File: src/rtl/wino_pkg.sv
// Shared constants, enums and the 12-bit saturation helper for the Winograd
// output stages.
package wino_pkg;

   localparam int TILE   = 6;
   localparam int DATA_W = 12;
   localparam int ACC_W  = 20;
   localparam int ADDR_W = 16;
   localparam int DIM_W  = 9;

   typedef enum logic {
      SZ_6X6 = 1'b0,
      SZ_4X4 = 1'b1
   } size_type_e;

   typedef enum logic [1:0] {
      ST_IDLE  = 2'd0,
      ST_ACCUM = 2'd1,
      ST_DRAIN = 2'd2
   } state_e;

   function automatic logic signed [DATA_W-1:0] sat12(input logic signed [ACC_W-1:0] v);
      logic signed [ACC_W-1:0] hi;
      logic signed [ACC_W-1:0] lo;
      hi = ACC_W'(2047);
      lo = ACC_W'(-2048);
      if (v > hi)
         return DATA_W'(2047);
      else if (v < lo)
         return DATA_W'(-2048);
      else
         return v[DATA_W-1:0];
   endfunction

endpackage

File: src/rtl/wino_addr_gen.sv
// Combinational feature-map address and bounds check: od*H*W + row*W + col,
// evaluated wide and truncated to the memory address width.
module wino_addr_gen
   import wino_pkg::*;
(
   input  logic [7:0]        od,
   input  logic [DIM_W:0]    row,
   input  logic [DIM_W:0]    col,
   input  logic [DIM_W-1:0]  height,
   input  logic [DIM_W-1:0]  width,
   output logic [ADDR_W-1:0] addr,
   output logic              in_bounds
);

   logic [26:0] plane_off;
   logic [26:0] line_off;

   always_comb begin
      plane_off = 27'(od) * 27'(height) * 27'(width);
      line_off  = 27'(row) * 27'(width);
      addr      = ADDR_W'(plane_off + line_off + 27'(col));
      // row/col carry one extra bit so base+offset past 511 still reads as out of bounds
      in_bounds = (row < {1'b0, height}) && (col < {1'b0, width});
   end

endmodule

File: src/rtl/wino_out_accum.sv
// Accumulates Winograd PE output tiles across input channels, then drains the
// saturated results to output memory one element per accepted write.
module wino_out_accum #(
   parameter int TILE   = wino_pkg::TILE,
   parameter int DATA_W = wino_pkg::DATA_W,
   parameter int ACC_W  = wino_pkg::ACC_W,
   parameter int ADDR_W = wino_pkg::ADDR_W,
   parameter int DIM_W  = wino_pkg::DIM_W
) (
   input  logic                     clk,
   input  logic                     reset,
   input  logic                     in_valid,
   output logic                     in_ready,
   input  logic signed [DATA_W-1:0] in_tile [0:TILE-1][0:TILE-1],
   input  logic                     in_size_type,
   input  logic [DIM_W-1:0]         in_row_base,
   input  logic [DIM_W-1:0]         in_col_base,
   input  logic [7:0]               in_od,
   input  logic                     in_last,
   input  logic [DIM_W-1:0]         total_height,
   input  logic [DIM_W-1:0]         total_width,
   output logic                     mem_wr_en,
   input  logic                     mem_wr_ready,
   output logic [ADDR_W-1:0]        mem_wr_addr,
   output logic signed [DATA_W-1:0] mem_wr_data,
   output logic                     tile_done,
   output logic                     busy
);
   import wino_pkg::*;

   state_e                  state_q;
   size_type_e              size_q;
   logic [DIM_W-1:0]        row_base_q;
   logic [DIM_W-1:0]        col_base_q;
   logic [7:0]              od_q;
   logic [2:0]              r_q;
   logic [2:0]              c_q;
   logic signed [ACC_W-1:0] acc [0:TILE-1][0:TILE-1];

   logic [2:0]        last_idx;
   logic [DIM_W:0]    cur_row;
   logic [DIM_W:0]    cur_col;
   logic [ADDR_W-1:0] gen_addr;
   logic              in_bounds;
   logic              beat;
   logic              advance;

   // Handshakes: a tile beat transfers on a rising edge where in_valid && in_ready;
   // a write transfers where mem_wr_en && mem_wr_ready. A producer holds valid and
   // its payload until the transfer; this stage holds mem_wr_addr/data while stalled.
   assign beat     = in_valid && in_ready;
   assign last_idx = (size_q == SZ_4X4) ? 3'd3 : 3'd5;
   assign cur_row  = (DIM_W+1)'(row_base_q) + (DIM_W+1)'(r_q);
   assign cur_col  = (DIM_W+1)'(col_base_q) + (DIM_W+1)'(c_q);

   wino_addr_gen u_addr_gen (
      .od        (od_q),
      .row       (cur_row),
      .col       (cur_col),
      .height    (total_height),
      .width     (total_width),
      .addr      (gen_addr),
      .in_bounds (in_bounds)
   );

   // Out-of-map positions retire without a write, one cycle each.
   assign advance     = (state_q == ST_DRAIN) && (!in_bounds || mem_wr_ready);
   assign in_ready    = (state_q != ST_DRAIN);
   assign busy        = (state_q != ST_IDLE);
   assign mem_wr_en   = (state_q == ST_DRAIN) && in_bounds;
   assign mem_wr_addr = mem_wr_en ? gen_addr : '0;
   assign mem_wr_data = mem_wr_en ? sat12(acc[r_q][c_q]) : '0;

   always_ff @(posedge clk or negedge reset) begin
      if (!reset) begin
         state_q    <= ST_IDLE;
         size_q     <= SZ_6X6;
         row_base_q <= '0;
         col_base_q <= '0;
         od_q       <= '0;
         r_q        <= '0;
         c_q        <= '0;
         tile_done  <= 1'b0;
         for (int i = 0; i < TILE; i++)
            for (int j = 0; j < TILE; j++)
               acc[i][j] <= '0;
      end else begin
         tile_done <= 1'b0;
         case (state_q)
            ST_IDLE: begin
               if (beat) begin
                  size_q     <= size_type_e'(in_size_type);
                  row_base_q <= in_row_base;
                  col_base_q <= in_col_base;
                  od_q       <= in_od;
                  for (int i = 0; i < TILE; i++)
                     for (int j = 0; j < TILE; j++)
                        acc[i][j] <= ACC_W'(in_tile[i][j]);
                  state_q <= in_last ? ST_DRAIN : ST_ACCUM;
               end
            end
            ST_ACCUM: begin
               if (beat) begin
                  for (int i = 0; i < TILE; i++)
                     for (int j = 0; j < TILE; j++)
                        acc[i][j] <= acc[i][j] + ACC_W'(in_tile[i][j]);
                  if (in_last)
                     state_q <= ST_DRAIN;
               end
            end
            ST_DRAIN: begin
               if (advance) begin
                  if (c_q == last_idx) begin
                     c_q <= '0;
                     if (r_q == last_idx) begin
                        r_q       <= '0;
                        state_q   <= ST_IDLE;
                        tile_done <= 1'b1;
                        for (int i = 0; i < TILE; i++)
                           for (int j = 0; j < TILE; j++)
                              acc[i][j] <= '0;
                     end else begin
                        r_q <= r_q + 3'd1;
                     end
                  end else begin
                     c_q <= c_q + 3'd1;
                  end
               end
            end
            default: state_q <= ST_IDLE;
         endcase
      end
   end

endmodule

File: config.mk
export PLATFORM = sky130hd
export DESIGN_NAME = wino_out_accum
export DESIGN_NICKNAME = d
export VERILOG_FILES = /design/src/rtl/wino_pkg.sv /design/src/rtl/wino_addr_gen.sv /design/src/rtl/wino_out_accum.sv
export SDC_FILE = /design/constraint.sdc
export NUM_CORES = 2
export LEC_CHECK = 0
export CORE_MARGIN = 10
export CORE_UTILIZATION = 25
export CTS_BUF_LIST = sky130_fd_sc_hd__clkbuf_8
export CTS_CLUSTER_DIAMETER = 30
export DETAILED_ROUTE_END_ITERATION = 8
export HOLD_SLACK_MARGIN = 0.12
export MAX_ROUTING_LAYER = met4
export PLACE_DENSITY = 0.39
export SLEW_MARGIN = 10
export SYNTH_ARGS = -nofsm -noshare
export SYNTH_HDL_FRONTEND = slang
export SYNTH_HIERARCHICAL = 1
export SYNTH_SLANG_ARGS = --single-unit
File: constraint.sdc
create_clock -name clk -period 23.1 [get_ports clk]
set_clock_uncertainty 0.1 [all_clocks]
set_input_delay 3.465 -clock clk [delete_from_list [all_inputs] [get_ports clk]]
set_output_delay 3.465 -clock clk [all_outputs]
set_load 0.01 [all_outputs]
# After elaboration in Yosys (flattened, before gate mapping)
# Index checks and enable logic that the tools add are counted.
# Widths: inputs -> output; s select.
# totals
regBits,756
# classes
multipliers,3
order_cmp,6
n_bitwise,2
addsub,42
n_eq_ne,11
mux,31
reduce_logical,14
# op_table
op,n
$mux 720,5
$pmux 720 s3,1
$add 20x12->20,36
$bmux 120 s3,1
$mux 120,2
$bmux 20 s3,1
$mux 20,2
$mux 12,3
$add 9x3->10,2
$gt 20x12->1 const B,1
$lt 10x9->1,2
$lt 20x12->1 const B,1
$mul 17x9->16,1
$mul 8x9->17,1
$add 16x10->16,1
$add 16x16->16,1
$mul 10x9->16,1
$mux 16,1
$mux 2,7
$reduce_and 6->1,2
$ne 2x2->1 const B,5
$mux 3,3
$ge 4x4->1 const B,2
$not 3->4,2
other kinds (15),25

# Longest topological paths before layout
# logic_depth
ltp_word,11
ltp_mapped,35
ltp_nobuf,34

# Modules after synthesis
# Netlist, hierarchy kept.
# modules_own_cells
module,seq_area_each_um2,n_inst,cells_per_inst,area_per_inst_um2
wino_out_accum,18918.1,1,7924,68182.9
wino_addr_gen,0.0,1,1016,8702.1

# Worst setup path before layout
# Ideal clock, no wire load.
# synth_timing
path_type,input -> output
start,input total_height[0]
end,output mem_wr_addr[15]
stages,31
arrival_ns,11.894
setup_slack_ns,7.641
path_buffers,1
cell_sequence,clkbuf_1 -> nand2_1 -> fa_1 -> fa_1 -> fa_1 -> fa_1 -> inv_1 -> ha_1 -> o21ai_1 -> a21oi_1 -> o21a_1 -> nor2_1 -> xnor2_1 -> and2_1 -> fa_1 -> fa_1 -> inv_1 -> fa_1 -> fa_1 -> inv_1 -> fa_1 -> inv_1 -> fa_1 -> inv_1 -> ha_1 -> a21oi_1 -> o21ai_0 -> a221oi_1 -> xor2_1 -> xnor3_1 -> and3_1
# synth_via
elab_chain_cells,5
# synth_rtl
element,line_no,text
from (decl),wino_out_accum.sv:20,"input logic [DIM_W-1:0] total_height,"
$mul 8x9->17,wino_addr_gen.sv:19,plane_off = 27'(od) * 27'(height) * 27'(width);
$mul 17x9->16,wino_addr_gen.sv:19,
$add 16x16->16,wino_addr_gen.sv:21,addr = ADDR_W'(plane_off + line_off + 27'(col));
$add 16x10->16,wino_addr_gen.sv:21,
net gen_addr[15],wino_out_accum.sv:43,logic [ADDR_W-1:0] gen_addr;
$mux 16,wino_out_accum.sv:71,assign mem_wr_addr = mem_wr_en ? gen_addr : '0;
to (decl),wino_out_accum.sv:24,"output logic [ADDR_W-1:0] mem_wr_addr,"
# The timed path passes the listed nets, and every way through them passes these cells.

# Worst setup path in the final report
# layout_timing
start,input total_height[3]
end,output mem_wr_addr[15]
# The elaborated chain is that of the path after synthesis.

==> results_dict.tcl <==
set metrics [dict create \
    ys_ff_latch 756 \
    cp_max_fo 9 \
    arrival_ns 14.18 \
    setup_tns_ns 0 \
    grt_remaining_overflow 0 \
    required_ns 19.54 \
    wl_um 332000 \
    ys_types 93 \
    synth_edf_count 0 \
    ys_seq_area_frac 0.246 \
    setup_viol 0 \
    dieArea_mm2 0.330 \
    cts_tree "built" \
    grt_util_all_layers 0.198 \
    io_buffers 513 \
    final_util 0.304 \
    syn_to_final_growth_pct 20.9 \
    clk_latency_ns 1.06 \
    die_x_um 575 \
    worst_setup_path_end_kind "output port" \
    start_util 0.251 \
    synthCells 8940 \
    max_stage_delay_ns 0.73 \
    h-tree-depth 5 \
    post_cts_buffers 0 \
    tightest_slew_ns 1.31 \
    drt_pre_antenna_iters 6 \
    gp_congestion 0.870 \
    numCtsBuffers 318 \
    outcome "complete, no violations" \
    nNetsFinal 10987 \
    dr.first_iter.drc_count 5178 \
    synth-main-ff-cell "dfrtp_1" \
    cts-resized-gates 0 \
    grt_pass1_vias 71191 \
    maxCapViolations 0 \
    antenna_left 0 \
    critPathLaunchType "input port" \
    slowest_stage "clkdlybuf4s50_1" \
    cts-root-buf "clkbuf_8" \
    synth_warnings 6 \
    layout_min_cycle_time_ns 17.75 \
    dp_hpwl_um 249000 \
    fillerInstances 32289 \
    rsz0062_at_grt "false" \
    clockBufferDepth 4 \
    cpMostUsedCell "fa_1" \
    ios 514 \
    synthArstFlopShare 1.00 \
    via_per_inst 5.16 \
    grt_pass1_wl_um 487000 \
    vias 71557 \
    maxSlewHeadroom 0.127 \
    wl_per_cell_um 23.9 \
    synth_area_mm2 0.0769 \
    hold_viol_final 0 \
    cts-hold-fix-buffers 0 \
    drv_slew 0 \
    clk_pin_slew_ns 0.03 \
    core_mm2 0.306 \
    fmax_mhz 56.4 \
    critical_path_class "in -> out" \
    hold_path_class "reg -> reg" \
    antenna_found_initial 74 \
    clkSinkCount 756 \
    drive_gt1_frac 0.0902 \
    placementRows 203 \
    fin_crit_sh 0.768 \
    post-route-drc-count 0 \
    syn_nets 10458 \
    die_y_um 575 \
    synth.avg_cell_area_um2 8.60 \
    grt_max_degree 169 \
]
-- sequential cells by signal (all words and copies together), names as in the netlist --
name	count
acc	720
c_q	3
col_base_q	9
od_q	8
r_q	3
row_base_q	9
size_q	1
state_q	2
tile_done	1
-- final cells by class --
type                    count  area (um2)  area share
clock inverters           150         901     0.00969
flip-flops and latches    756       18900       0.204
repair buffers            609        5960      0.0641
multi-input cells        7333       54600       0.587
well taps                4100        5130      0.0552
inverters                 451        1700      0.0183
diodes                     51         128     0.00137
clock buffers             412        5670      0.0610
-- cell families after synthesis --
| group | after synthesis | synth area share |
|---|---|---|
| and+or+nand+nor | 2889 | 0.165 |
| AOI/OAI and AO/OA | 2511 | 0.218 |
| adders and majority gates | 1036 | 0.191 |
| buffers and inverters | 851 | 0.0452 |
| DFF | 756 | 0.246 |
| xor gates and xnor gates | 581 | 0.0667 |
| muxes | 316 | 0.0674 |
-- cell usage after synthesis (80+ instances only) --
library cell	count	area share
and2_1	141	0.011
and3_1	90	0.0073
xnor2_1	412	0.047
nor3_1	166	0.011
clkbuf_1	256	0.012
a21oi_1	808	0.053
fa_1	231	0.060
nand3_1	100	0.0065
ha_1	805	0.13
o21bai_1	80	0.0078
nand2_1	693	0.034
dfrtp_1	756	0.25
a221oi_1	358	0.041
a21o_1	231	0.023
inv_1	449	0.022
nand2b_1	85	0.0069
xor2_1	165	0.019
mux4_2	158	0.046
nor2_1	1375	0.067
o21ai_0	361	0.023
mux2i_1	127	0.017
-- cells in the final DEF, fill, tap and decap left out, drive strengths merged, types with 35 or more instances in the layout --
cell / Yosys / layout
o211ai: 35 / 35
o31ai: 43 / 43
nand3: 100 / 100
ha: 805 / 805
nand2b: 85 / 85
mux4: 158 / 158
xnor2: 412 / 412
o22ai: 53 / 53
nand2: 693 / 693
a211o: 46 / 46
nor2: 1376 / 1376
o21ai: 385 / 385
a21o: 232 / 232
dfrtp: 756 / 756
a31oi: 76 / 76
buf: 144 / 97
and3: 90 / 90
diode: 0 / 51
nor3: 167 / 167
or3: 50 / 50
o21bai: 80 / 80
fa: 231 / 231
clkbuf: 256 / 412
mux2i: 127 / 127
a221oi: 358 / 358
xor2: 167 / 167
and2: 142 / 142
inv: 451 / 550
a211oi: 78 / 78
a21oi: 838 / 838
clkdlybuf4s50: 0 / 512
o21a: 76 / 76
clkinv: 0 / 45
nor2b: 54 / 54
-- per-layer routing --
metal / share of wire / global-route usage
met5: 0 / -
met4: 0.023 / 0.0447
met1: 0.50 / 0.284
met2: 0.42 / 0.285
met3: 0.062 / 0.0405
-- critical path: cells and delay by family --
kind / cells / cell delay [ns]
fa+ha+maj: 12 / 5.86
simple gates: 4 / 0.65
compound gates: 6 / 1.54
buf+inv: 7 / 1.51
xor+xnor: 3 / 1.15
-- worst paths after layout --
kind | startpoint | slack (ns) | endpoint | cells after the start
worst max-delay path | total_height[3] | 5.35 | mem_wr_addr[15] | 32
min in group asynchronous | reset | 2.32 | acc[661] | 1
max in group asynchronous | reset | 17.20 | col_base_q[8] | 5
worst max register to register | r_q[1] | 13.64 | acc[279] | 23
worst min register to register | row_base_q[2] | 0.41 | row_base_q[2] | 1
worst min-delay path | row_base_q[2] | 0.41 | row_base_q[2] | 1
-- stage by stage --
stage	instances	hold slack [ns]	cell area [um2]	worst slack [ns]
finish	13862	0.412	93000	5.35
global route	13853	0.426	93000	4.80
detailed placement	13249	0.406	86300	5.37
global placement	13249	0.395	86300	5.45
floorplan	8940	0.370	76900	7.64
CTS	13811	0.416	92900	5.34
Power is not shown: default switching activity piles up to over one toggle a cycle in this logic, so the estimate is an artifact.
